==> config.mk <==
export PLATFORM = sky130hd
export DESIGN_NAME = box_fill_plotter_flat
export DESIGN_NICKNAME = d
export VERILOG_FILES = /design/src/rtl/plot_pkg.sv /design/src/rtl/box_fill_plotter_if.sv /design/src/rtl/box_scan_counter.sv /design/src/rtl/box_fill_plotter.sv /design/src/flat_wrapper.sv
export SDC_FILE = /design/constraint.sdc
export NUM_CORES = 1
export LEC_CHECK = 0
export ABC_AREA = 1
export ABC_CLOCK_PERIOD_IN_PS = 2760
export CORE_ASPECT_RATIO = 0.6
export CORE_UTILIZATION = 26
export CTS_BUF_LIST = sky130_fd_sc_hd__clkbuf_16
export DETAILED_ROUTE_END_ITERATION = 16
export PLACE_DENSITY = 0.5
export SLEW_MARGIN = 10
export SYNTH_ARGS = -nofsm -noshare
export SYNTH_HDL_FRONTEND = slang
export SYNTH_SLANG_ARGS = --single-unit
==> constraint.sdc <==
create_clock -name clk -period 2.76 [get_ports clk]
set_input_delay 0.552 -clock clk [delete_from_list [all_inputs] [get_ports clk]]
set_output_delay 0.552 -clock clk [all_outputs]
set_load 0.01 [all_outputs]
==> src/rtl/plot_pkg.sv <==
// -----------------------------------------------------------------------------
// plot_pkg
// Shared definitions for the box plotting path: screen geometry, coordinate
// and colour widths, colour constants and the box_fill_plotter state codes.
// No ports (package).
// -----------------------------------------------------------------------------
package plot_pkg;

  localparam int SCREEN_W = 160;
  localparam int SCREEN_H = 120;

  localparam int X_W      = 8;
  localparam int Y_W      = 7;
  localparam int COLOUR_W = 3;

  // Box offsets never exceed 15 (BOX_W/BOX_H are limited to 1..16).
  localparam int SCAN_W   = 4;

  typedef logic [COLOUR_W-1:0] colour_t;
  typedef logic [X_W-1:0]      coord_x_t;
  typedef logic [Y_W-1:0]      coord_y_t;
  typedef logic [SCAN_W-1:0]   scan_t;

  localparam colour_t COL_BLUE  = 3'b001;
  localparam colour_t COL_BLACK = 3'b000;

  // box_fill_plotter FSM encoding, kept as plain constants so the state
  // register stays a bare vector for older tools and scripts.
  typedef logic [1:0] box_state_t;
  localparam box_state_t ST_IDLE = 2'd0;
  localparam box_state_t ST_DRAW = 2'd1;
  localparam box_state_t ST_DONE = 2'd2;

  // True when an unwrapped (one bit wider) coordinate lies on the screen.
  function automatic logic on_screen(input logic [X_W:0] x, input logic [Y_W:0] y);
    return (x < (X_W+1)'(SCREEN_W)) && (y < (Y_W+1)'(SCREEN_H));
  endfunction

endpackage

==> src/rtl/box_fill_plotter_if.sv <==
// -----------------------------------------------------------------------------
// box_fill_plotter_if
// Box request handshake between a plot sequencer (master) and the
// box_fill_plotter (slave).
//   req_valid  master->slave  request present
//   req_ready  slave->master  request can be accepted this cycle
//   req_x      master->slave  box top-left x (0..159)
//   req_y      master->slave  box top-left y (0..119)
//   req_colour master->slave  box colour
// -----------------------------------------------------------------------------
interface box_fill_plotter_if;
  import plot_pkg::*;

  logic     req_valid;
  logic     req_ready;
  coord_x_t req_x;
  coord_y_t req_y;
  colour_t  req_colour;

  modport master (
    output req_valid, req_x, req_y, req_colour,
    input  req_ready
  );

  modport slave (
    input  req_valid, req_x, req_y, req_colour,
    output req_ready
  );

endinterface

==> src/rtl/box_scan_counter.sv <==
// -----------------------------------------------------------------------------
// box_scan_counter
// Raster-order pixel offset counter for one box: dx runs 0..BOX_W-1 and
// wraps into dy, which runs 0..BOX_H-1.
//   clk      in   system clock
//   reset    in   synchronous, active-high reset
//   clear    in   restart at offset (0,0)
//   advance  in   step to the next pixel in raster order
//   dx       out  current column offset
//   dy       out  current row offset
//   last     out  high while at offset (BOX_W-1, BOX_H-1)
// -----------------------------------------------------------------------------
module box_scan_counter
  import plot_pkg::*;
#(
  parameter int BOX_W = 4,
  parameter int BOX_H = 4
) (
  input  logic  clk,
  input  logic  reset,
  input  logic  clear,
  input  logic  advance,
  output scan_t dx,
  output scan_t dy,
  output logic  last
);

  localparam scan_t DX_LAST = SCAN_W'(BOX_W - 1);
  localparam scan_t DY_LAST = SCAN_W'(BOX_H - 1);

  // NOTE: clocked state uses non-blocking assignments so every register
  // samples pre-edge values, independent of statement order.
  always_ff @(posedge clk) begin
    if (reset || clear) begin
      dx <= '0;
      dy <= '0;
    end else if (advance) begin
      if (dx == DX_LAST) begin
        dx <= '0;
        dy <= (dy == DY_LAST) ? '0 : dy + 1'b1;
      end else begin
        dx <= dx + 1'b1;
      end
    end
  end

  assign last = (dx == DX_LAST) && (dy == DY_LAST);

endmodule

==> src/rtl/box_fill_plotter.sv <==
// -----------------------------------------------------------------------------
// box_fill_plotter
// Accepts one box request per handshake and expands it into BOX_W x BOX_H
// pixel writes toward the VGA adapter, raster order, one pixel per unstalled
// cycle, followed by a one-cycle done pulse.
//   clk         in   system clock
//   reset       in   synchronous, active-high reset
//   req_if      slave box request handshake (valid/ready, x, y, colour)
//   stall       in   adapter back-pressure; freezes drawing
//   vga_x       out  pixel x
//   vga_y       out  pixel y
//   vga_colour  out  pixel colour
//   vga_plot    out  pixel write strobe
//   busy        out  request in progress
//   done        out  one-cycle pulse after the last pixel of a box
// Build option: define BOX_CLIP_EN to suppress vga_plot for pixels that fall
// off the 160x120 screen (timing is unchanged). Without it every pixel is
// plotted with wrapped coordinates.
// -----------------------------------------------------------------------------
module box_fill_plotter
  import plot_pkg::*;
#(
  parameter int BOX_W = 4,
  parameter int BOX_H = 4
) (
  input  logic                clk,
  input  logic                reset,
  box_fill_plotter_if.slave   req_if,
  input  logic                stall,
  output coord_x_t            vga_x,
  output coord_y_t            vga_y,
  output colour_t             vga_colour,
  output logic                vga_plot,
  output logic                busy,
  output logic                done
);

  box_state_t state;

  // Captured request
  coord_x_t bx;
  coord_y_t by;
  colour_t  bc;

  scan_t dx;
  scan_t dy;
  logic  last;
  logic  accept;
  logic  advance;
  logic  pix_on;

  assign req_if.req_ready = (state == ST_IDLE);
  assign accept           = req_if.req_valid && req_if.req_ready;
  assign advance          = (state == ST_DRAW) && !stall;

  box_scan_counter #(
    .BOX_W (BOX_W),
    .BOX_H (BOX_H)
  ) u_scan (
    .clk     (clk),
    .reset   (reset),
    .clear   (accept),
    .advance (advance),
    .dx      (dx),
    .dy      (dy),
    .last    (last)
  );

`ifdef BOX_CLIP_EN
  // Sums kept one bit wider so an off-screen pixel is seen before wrapping.
  logic [X_W:0] px_wide;
  logic [Y_W:0] py_wide;
  assign px_wide = {1'b0, bx} + (X_W+1)'(dx);
  assign py_wide = {1'b0, by} + (Y_W+1)'(dy);
  assign pix_on  = on_screen(px_wide, py_wide);
`else
  assign pix_on  = 1'b1;
`endif

  // NOTE: the capture registers carry no reset; they are only read in DRAW,
  // which can only be entered through an accept that loads them.
  always_ff @(posedge clk) begin
    if (accept) begin
      bx <= req_if.req_x;
      by <= req_if.req_y;
      bc <= req_if.req_colour;
    end
  end

  always_ff @(posedge clk) begin
    if (reset) begin
      state      <= ST_IDLE;
      vga_x      <= '0;
      vga_y      <= '0;
      vga_colour <= COL_BLACK;
      vga_plot   <= 1'b0;
      busy       <= 1'b0;
      done       <= 1'b0;
    end else begin
      // Strobes default low; each state raises only what it owns.
      vga_plot <= 1'b0;
      done     <= 1'b0;
      case (state)
        ST_IDLE: begin
          busy <= accept;
          if (accept) begin
            state <= ST_DRAW;
          end
        end
        ST_DRAW: begin
          busy <= 1'b1;
          // A stalled cycle leaves coordinates, counters and state frozen,
          // so the pending pixel is emitted once the stall lifts.
          if (!stall) begin
            vga_x      <= bx + X_W'(dx);
            vga_y      <= by + Y_W'(dy);
            vga_colour <= bc;
            vga_plot   <= pix_on;
            if (last) begin
              state <= ST_DONE;
            end
          end
        end
        ST_DONE: begin
          done  <= 1'b1;
          busy  <= 1'b0;
          state <= ST_IDLE;
        end
        default: begin
          busy  <= 1'b0;
          state <= ST_IDLE;
        end
      endcase
    end
  end

endmodule
==> src/flat_wrapper.sv <==
// flat-port wrapper written by rule: the top's interface ports become plain ports
module box_fill_plotter_flat import plot_pkg::*;
#(
  parameter int BOX_W = 4,
  parameter int BOX_H = 4
)
  (clk, reset, stall, vga_x, vga_y, vga_colour, vga_plot, busy, done, req_if_req_valid, req_if_req_x, req_if_req_y, req_if_req_colour, req_if_req_ready);
  box_fill_plotter_if req_if_i ();
  input  logic clk;
  input  logic reset;
  input  logic stall;
  output coord_x_t vga_x;
  output coord_y_t vga_y;
  output colour_t vga_colour;
  output logic vga_plot;
  output logic busy;
  output logic done;
  input wire logic [$bits(req_if_i.req_valid)-1:0] req_if_req_valid;
  input wire logic [$bits(req_if_i.req_x)-1:0] req_if_req_x;
  input wire logic [$bits(req_if_i.req_y)-1:0] req_if_req_y;
  input wire logic [$bits(req_if_i.req_colour)-1:0] req_if_req_colour;
  output wire logic [$bits(req_if_i.req_ready)-1:0] req_if_req_ready;
  assign req_if_i.req_valid = req_if_req_valid;
  assign req_if_i.req_x = req_if_req_x;
  assign req_if_i.req_y = req_if_req_y;
  assign req_if_i.req_colour = req_if_req_colour;
  assign req_if_req_ready = req_if_i.req_ready;
  box_fill_plotter #(.BOX_W(BOX_W), .BOX_H(BOX_H)) u_core (.clk(clk), .reset(reset), .req_if(req_if_i), .stall(stall), .vga_x(vga_x), .vga_y(vga_y), .vga_colour(vga_colour), .vga_plot(vga_plot), .busy(busy), .done(done));
endmodule
# Word level (Yosys, flattened, before mapping)

Cells that the tools add are included.

Bits in registers: 49
Bits of input ports: 22
Output and inout port bits: 22
Word-level logic and storage cells: 44

Add/sub/neg operators: 4
Eq/ne operators: 7
Muxes and demuxes: 9
Bitwise logic cells: 2
Reduce and logical (&&, ||, !) cells: 10

Operators with widths:

| kind                | number |
|---|---|
| $add 4x1->4 const B | 2 |
| $add 8x4->8         | 1 |
| $eq 4x2->1 const B  | 2 |
| $mux 4              | 2 |
| $add 7x4->7         | 1 |
| $mux 2              | 3 |
| $ne 2x2->1 const B  | 2 |
| $pmux 2 s2          | 1 |
| $reduce_and 2->1    | 2 |
| $logic_and 1x1->1   | 3 |
| $reduce_and 3->1    | 1 |
| $eq 2x1->1 const B  | 1 |
| $eq 2x2->1 const B  | 1 |
| $logic_not 2->1     | 1 |
| $mux 1              | 2 |
| $ne 2x1->1 const B  | 1 |
| $not 1->1           | 2 |
| $pmux 1 s2          | 1 |
| $reduce_or 2->1     | 1 |
| $logic_not 1->1     | 1 |
| $logic_or 1x1->1    | 1 |

# Logic depth before layout (Yosys ltp)

Gate-level depths: netlist of run 1.

Depth in word-level cells: 5
Depth in mapped cells: 11
Mapped depth without buffers: 11

# Hierarchy

A second synthesis of run 1 with hierarchy kept.

Cell total of the unflattened synthesis: 247
Area total of the unflattened synthesis: 2237.1 µm²

By module, submodules not included:

| module           | instances | cells an instance | area an instance (µm²) | seq. area each (µm²) |
|---|---|---|---|---|
| box_fill_plotter | 1         | 194               | 1828.0                 | 1001.0 |
| box_scan_counter | 1         | 53                | 409.1                  | 160.2 |

# Worst setup path after synthesis of run 1

OpenSTA, ideal clock, no wires.

Path kind: input to register
From: input req_if_req_valid
To: register u_core.state[0]
Library setup time: 75 ps
Data arrival time: 1511 ps
Data required time: 2685 ps
Slack: 1174 ps
Stages on the path: 4
Buffers on the path: 0
Path through: inv_1 nor2_2 o21ai_0 a31oi_1

Word-level cells in the longest chain between the ends: 3

Ends and longest elaborated chain:

| item                              | RTL line                | text |
|---|---|---|
| start: declaration                | flat_wrapper.sv:18      | `input wire logic [$bits(req_if_i.req_valid)-1:0] req_if_req_valid;` |
| $logic_and 1x1->1                 | box_fill_plotter.sv:53  | `assign accept = req_if.req_valid && req_if.req_ready;` |
| named net u_core.accept           | box_fill_plotter.sv:48  | `logic accept;` |
| $ne 2x2->1 (no source line)       | --                      |  |
| $reduce_and 3->1 (no source line) | --                      |  |
| end signal: assignment            | box_fill_plotter.sv:92  | `state <= ST_IDLE;` |
| end signal: assignment            | box_fill_plotter.sv:107 | `state <= ST_DRAW;` |
| end signal: assignment            | box_fill_plotter.sv:120 | `state <= ST_DONE;` |
| end: declaration                  | box_fill_plotter.sv:38  | `box_state_t state;` |

The timed path passes the listed nets, and every way through them passes these cells.
A chain may end at the register's enable or synchronous reset.

# Worst setup path in the final report of run 1

From: register u_core.state[0]
To: output req_if_req_ready

Word-level cells in the longest chain between the ends: 1

Ends and longest elaborated chain:

| item             | RTL line               | text |
|---|---|---|
| $logic_not 2->1  | box_fill_plotter.sv:52 | `assign req_if.req_ready = (state == ST_IDLE);` |
| end: declaration | flat_wrapper.sv:22     | `output wire logic [$bits(req_if_i.req_ready)-1:0] req_if_req_ready;` |

No other way between the ends.

==> flow_summary_export.csv, run 1 <==
group,metric,value,unit
cts,tritoncts,"built",
cts,cts_hold_buf,0,
pwr,cellPowerDensity,597,nW/um2
logic_synthesis,synth-async-reset-ratio,0,
global_routing,grt_start_max_net_pins,29,
die,core_area,8130,um2
place,hpwl,3610,um
cts,cts.sink_count,49,
cts,cts-buffers-inserted,5,
pwr,p_leak,1.32,nW
logic_synthesis,syn_nets,292,
timing,relSlewSlack,0.732,
timing,setup_viol,0,
timing,period_minus_slack,1.88,ns
die,start_util,0.278,
global_routing,grt_usage,0.125,
setup_path,required,2.21,ns
setup_path,crit_path_max_fanout,3,
place,portBuffers,43,
drt,drc,0,
setup_path,cp-end-kind,"output port",
final_layout,drive_above_1_share,0.0784,
timing,max_freq,533,MHz
drt,ant_nets,0,
cts,path_clk_slew,0.07,ns
logic_synthesis,ys.flop_type,"dfxtp_1",
die,die-height,74.2,um
logic_synthesis,ys_ff_latch,49,
logic_synthesis,synth_area_leaders,"dfxtp_1 27%, edfxtp_1 24%, nand2_1 9.3%, inv_1 6.2%, ha_1 5.5%",
global_routing,antenna_found_initial,0,
cts,cts-root-buf,"clkbuf_16",
timing,rsz0062_at_grt,"false",
drt,routed_via_density,4.19,
drt,dr.pass1.iters,5,
logic_synthesis,synth_top_area_cell,"dfxtp_1",
logic_synthesis,synth_edf_count,18,
die,die_w,122,um
min_path,min-delay-path-class,"register to register",
logic_synthesis,synth_top_cell_area_share,0.275,
setup_path,start_kind,"register",
final_layout,fin_nets,339,
place,place_congestion,0.790,
setup_path,cp_slowest_cell,"clkdlybuf4s50_1",
die,die_area,9070,um2
setup_path,crit_family,"buffers and inverters",
final_layout,syn2layout_area_growth,32.4,%
drt,wl_per_cell,12.4,um
final_layout,n_antenna_cell,0,
run,maxCapViolations,0,
final_layout,fillers,854,
timing,slew_violations,0,
cts,ctsResizeCount,0,
drt,vias,1736,
cts,htree_levels,2,
drt,drt_iter0_markers,78,
drt,drt-total-wl,5120,um
global_routing,overflow,0,
global_routing,grt_pass1_wl,8150,um
timing,finalCritPeriodShare,0.680,
timing,skew,0.00559,ns
die,rows,25,
logic_synthesis,ys_top_cells_by_count,"56 x nand2_1, 37 x inv_1, 31 x dfxtp_1",
setup_path,crit_arrival,1.33,ns
logic_synthesis,yosysMostFrequentCell,"nand2_1",
setup_path,crit_type,"register to output port",
timing,tns,0,ns
timing,tightest_slew,0.402,ns
setup_path,cpMostUsedCell,"inv_1",
logic_synthesis,yosys_warnings,0,
logic_synthesis,synth.distinct_cells,32,
global_routing,grt_pass1_vias,1625,
cts,clk_latency,0.29,ns
pwr,irDropWorstVdd,0.000221,V
logic_synthesis,synthCells,258,
cts,clk_path_buf_depth,2,
cts,cts_setup_buffers,0,
timing,worst_hold_slack,0.454,ns
status,status,"complete, no violations",
logic_synthesis,ys_seq_area_frac,0.514,
timing,final_hold_viol_count,0,
logic_synthesis,synth_area,2260,um2
pwr,p_total,0.00178,W
logic_synthesis,syn_avg_cell_area,8.75,um2
setup_path,crit_chain,"inv_1 -> nand2_1 -> inv_1 -> clkdlybuf4s50_1",
setup_path,cp.buffers_inverters,3,
setup_path,max_stage_delay,0.52,ns
die,io_pins,44,
## placed cells by master (no fill, tap or decap), drive strengths merged
| cell type | Yosys | layout |
|---|---|---|
| dfxtp | 31 | 31 |
| xor2 | 3 | 3 |
| nor3 | 6 | 6 |
| o21ai | 10 | 10 |
| o211ai | 3 | 3 |
| o21a | 1 | 1 |
| nor2 | 25 | 25 |
| nand2 | 59 | 59 |
| fa | 2 | 2 |
| or2 | 1 | 1 |
| bufinv | 0 | 2 |
| a31oi | 1 | 1 |
| edfxtp | 18 | 18 |
| clkinv | 1 | 2 |
| a21oi | 10 | 10 |
| clkdlybuf4s50 | 0 | 43 |
| a211oi | 1 | 1 |
| clkbuf | 0 | 5 |
| a21o | 1 | 1 |
| xnor2 | 1 | 1 |
| nand3 | 24 | 24 |
| buf | 4 | 1 |
| nand4 | 2 | 2 |
| nand3b | 3 | 3 |
| ha | 10 | 10 |
| inv | 41 | 41 |
## cells by family (layout without fill, tap and decap cells)
family / after synthesis / after routing / share of synthesized area
fa+ha+maj: 12 / 12 / 0.0732
compound gates: 27 / 27 / 0.0671
simple gates: 120 / 120 / 0.246
flops: 49 / 49 / 0.514
buf+inv: 46 / 94 / 0.0837
xor+xnor: 4 / 4 / 0.0155
## metrics by stage
stage          utilization  area (um2)  setup WS, ns  cells
5_1_grt              0.368        2990         0.800    414
2_1_floorplan            -        2260          1.17    258
3_3_place_gp         0.344        2800         0.735    406
3_5_place_dp         0.344        2800         0.697    406
6_report             0.368        2990         0.882    414
4_1_cts              0.368        2990         0.869    414
## state kept, by name, indices dropped and copies added, names as in the netlist
register,flops
u_core.bc,3
u_core.busy,1
u_core.bx,8
u_core.by,7
u_core.done,1
u_core.state,2
u_core.u_scan.dx,4
u_core.u_scan.dy,4
u_core.vga_colour,3
u_core.vga_plot,1
u_core.vga_x,8
u_core.vga_y,7
## tightest hold or removal path, stage by stage, from the launching register on
cell and delay, ns:
dfxtp_1 0.31, inv_2 0.06, nor3_1 0.04
## worst paths after layout
path	endpoint	slack (ns)	startpoint	cells past startpoint
max	req_if_req_ready	0.88	u_core.state[0]	4
min	u_core.done	0.45	u_core.state[1]	2
max reg2reg	u_core.vga_x[6]	0.97	u_core.u_scan.dx[0]	11
min reg2reg	u_core.done	0.45	u_core.state[1]	2
## per-layer routing
metal  global-route usage  routed length, um
met1                0.193               3040
met2                0.150               1660
met3               0.0406                338
met4               0.0528                 82
met5                    0                  0
## power by group
part	internal, W	switching, W
sequential	0.000791	0.0000228
combinational	0.0000892	0.0000902
clock	0.000518	0.000274
total	0.00140	0.000387
## final cells by class
class | count | area, um2 | area share
multi-input combinational | 163 | 907 | 0.303
tap | 108 | 135 | 0.0452
clock inverter | 3 | 65.1 | 0.0218
sequential | 49 | 1160 | 0.388
clock buffer | 5 | 125 | 0.0419
timing repair buffer | 44 | 438 | 0.147
inverter | 42 | 158 | 0.0527
Note: power is estimated with default switching activity, not from simulation.
==> run 2: changes to the inputs <==
--- a/config.mk
+++ b/config.mk
@@ -6,12 +6,12 @@
 export NUM_CORES = 1
 export LEC_CHECK = 0
 export ABC_AREA = 1
-export ABC_CLOCK_PERIOD_IN_PS = 2760
+export ABC_CLOCK_PERIOD_IN_PS = 1600
 export CORE_ASPECT_RATIO = 0.6
 export CORE_UTILIZATION = 26
 export CTS_BUF_LIST = sky130_fd_sc_hd__clkbuf_16
 export DETAILED_ROUTE_END_ITERATION = 16
-export PLACE_DENSITY = 0.5
+export PLACE_DENSITY = 0.51
 export SLEW_MARGIN = 10
 export SYNTH_ARGS = -nofsm -noshare
 export SYNTH_HDL_FRONTEND = slang
==> constraint.sdc (replaced) <==
create_clock -name clk -period 1.6 [get_ports clk]
set_input_delay 0.32 -clock clk [delete_from_list [all_inputs] [get_ports clk]]
set_output_delay 0.32 -clock clk [all_outputs]
set_load 0.01 [all_outputs]
==> run 2 against run 1 <==
  * First-iteration DRC count grew 68%
  * Final cell count up 3.6%
  * Hold slack better by 0.0024 ns
  * Sequential power grew 72%
  * Count of clock-buffer cells in the layout is 1 higher
  * Global-route usage grew 0.17 points
  * Clock power increased by 43%
  * Clock skew about the same
  * Non-clock buffer count is 15 higher
  * Die area is the same
  * Flip-flop and latch count stayed put
  * Largest power group unchanged
==> flow_summary_export.csv, run 2 (synthesis gave the netlist of run 1 again) <==
group,metric,value,unit
status,status,"complete, no violations",
global_routing,grt_start_max_net_pins,18,
drt,vias,1788,
timing,period_minus_slack,1.56,ns
pwr,p_total,0.00287,W
setup_path,cp-end-kind,"register",
cts,clk_latency,0.29,ns
die,io_pins,44,
final_layout,fillers,861,
cts,cts-buffers-inserted,5,
pwr,irDropWorstVdd,0.000374,V
setup_path,startpoint,"u_core.bx[0]",
setup_path,r2r_start,"u_core.bx[0]",
place,place_ws,-0.0488,ns
final_layout,fin_nets,354,
final_layout,biggestRegsByFlops,"u_core.bx (8), u_core.vga_x (8)",
run,maxCapViolations,0,
setup_path,r2r_setup_slack,0.04,ns
pwr,swShare,0.231,
global_routing,grt_usage,0.126,
pwr,p_leak,1.38,nW
timing,fin_ws,0.0378,ns
cts,htree_levels,2,
setup_path,cp_slowest_cell,"fa_2",
global_routing,grt_pass1_wl,8300,um
setup_path,required,1.79,ns
cts,path_clk_slew,0.07,ns
setup_path,crit_family,"adder cells",
timing,tightest_slew,0.286,ns
timing,tns,0,ns
setup_path,r2r_cells,11,
pwr,cellPowerDensity,919,nW/um2
setup_path,cp.buffers_inverters,3,
die,die_w,122,um
global_routing,antenna_found_initial,0,
timing,max_freq,640,MHz
final_layout,finalNonFillerCells,429,
setup_path,crit_chain,"ha_2 -> inv_2 -> fa_2 -> inv_2 -> nand3_2 -> nand2_2 -> nand2_2 -> nand2_1 -> nand3_1 -> nand2_1 -> inv_1",
drt,routed_via_density,4.17,
drt,dr.pass1.iters,5,
setup_path,crit_path_max_fanout,3,
drt,ant_nets,0,
drt,wl_per_cell,12.1,um
setup_path,r2r-end,"u_core.vga_x[6]",
global_routing,grt_busiest_layer,"met1",
die,rows,25,
setup_path,start_kind,"register",
final_layout,final_common_cell,"nand2_1",
global_routing,grtUsageMet3,0.0399,
cts,clk_path_buf_depth,2,
final_layout,drive_above_1_share,0.156,
pwr,internal-power,0.00221,W
min_path,min-delay-path-class,"register to register",
place,place_congestion,0.724,
drt,drt_iter0_markers,131,
place,hpwl,3800,um
min_path,min_to,"u_core.done",
pwr,power_switching,0.000664,W
final_layout,syn2layout_area_growth,38.6,%
min_path,worst_hold_startpoint,"u_core.state[1]",
pwr,seq_power_share,0.488,
timing,finalCritPeriodShare,0.976,
global_routing,grt_pass1_vias,1653,
timing,relSlewSlack,0.809,
timing,slew_violations,0,
place,placed_cells,420,
timing,skew,0.00554,ns
timing,setup_viol,0,
setup_path,max_stage_delay,0.39,ns
die,core_area,8130,um2
timing,final_hold_viol_count,0,
cts,cts_hold_buf,0,
cts,cts-root-buf,"clkbuf_16",
final_layout,n_antenna_cell,0,
setup_path,crit_type,"register to register",
global_routing,met1_usage,0.185,
final_layout,final_cell_mix,"53 x nand2_1, 42 x clkdlybuf4s50_1, 36 x inv_1",
die,start_util,0.278,
place,place_area,2930,um2
pwr,p_clk_frac,0.392,
final_layout,finalInstanceArea,3130,um2
min_path,holdPathStages,2,
die,die_area,9070,um2
global_routing,overflow,0,
place,portBuffers,43,
cts,cts.sink_count,49,
setup_path,crit_arrival,1.76,ns
cts,tritoncts,"built",
drt,drt-total-wl,5190,um
timing,rsz0062_at_grt,"true",
global_routing,met2_usage,0.169,
pwr,combinationalPowerShare,0.120,
drt,drc,0,
die,die-height,74.2,um
-- run 2: changes by cell type in the layout (fill, tap and decap cells not counted), moves of 3 or more --
| cell | delta |
|---|---|
| buf_4 | +13 |
| ha_1 | -3 |
| ha_2 | +3 |
| nand2_1 | -3 |
| nand2_2 | +3 |
| nand3_1 | -3 |
| nand3_2 | +3 |
-- run 2: worst max path at each step --
stage | depth (start not counted) | slack [ns] | to
after global routing | 11 | -0.08 | u_core.vga_x[6]
after CTS | 8 | 0.002 | u_core.vga_y[4]
after global placement | 8 | -0.02 | u_core.vga_y[6]
after detailed placement | 8 | -0.05 | u_core.vga_y[4]
after floorplan | 8 | 0.05 | u_core.vga_y[4]
final | 11 | 0.04 | u_core.vga_x[6]
-- run 2: through the flow --
stage	hold slack (ns)	utilization
finish	0.456	0.385
global route	0.487	0.385
CTS	0.463	0.380
detailed placement	0.454	0.360
global placement	0.457	0.360
floorplan	0.389	-
-- run 2: cell type report --
cell class | instances | area (um2) | area share
flip-flops and latches | 49 | 1160 | 0.371
multi-input cells | 163 | 942 | 0.301
repair buffers | 59 | 574 | 0.184
inverters | 42 | 158 | 0.0504
clock buffers | 6 | 150 | 0.0480
well taps | 108 | 135 | 0.0432
clock inverters | 2 | 7.51 | 0.00240
-- run 2: power groups by stage --
stage,logic [W],clock network [W],registers (W)
after floorplan,0.000140,0,0.00144
after global placement,0.000343,0,0.00143
after detailed placement,0.000342,0,0.00143
after CTS,0.000345,0.00117,0.00140
after global routing,0.000383,0.00122,0.00141
final,0.000346,0.00113,0.00140
-- run 2: worst min-delay path, delay by kind of cell (launching register included) --
family,cells,cell delay [ns]
simple gates,1,0.05
buf+inv,1,0.06
flops,1,0.31
-- run 2: per-layer routing --
metal / up-vias / share of wire
li1: 965 / -
met4: 0 / 0.012
met5: - / 0
met1: 773 / 0.55
met2: 43 / 0.38
met3: 7 / 0.060
-- run 2: repair_timing --
item	CTS	global route
pin swaps	0	5
buffers inserted	0	1
endpoints found under the setup margin	4	5
gates resized for setup	4	10
endpoints found under the hold margin	0	0
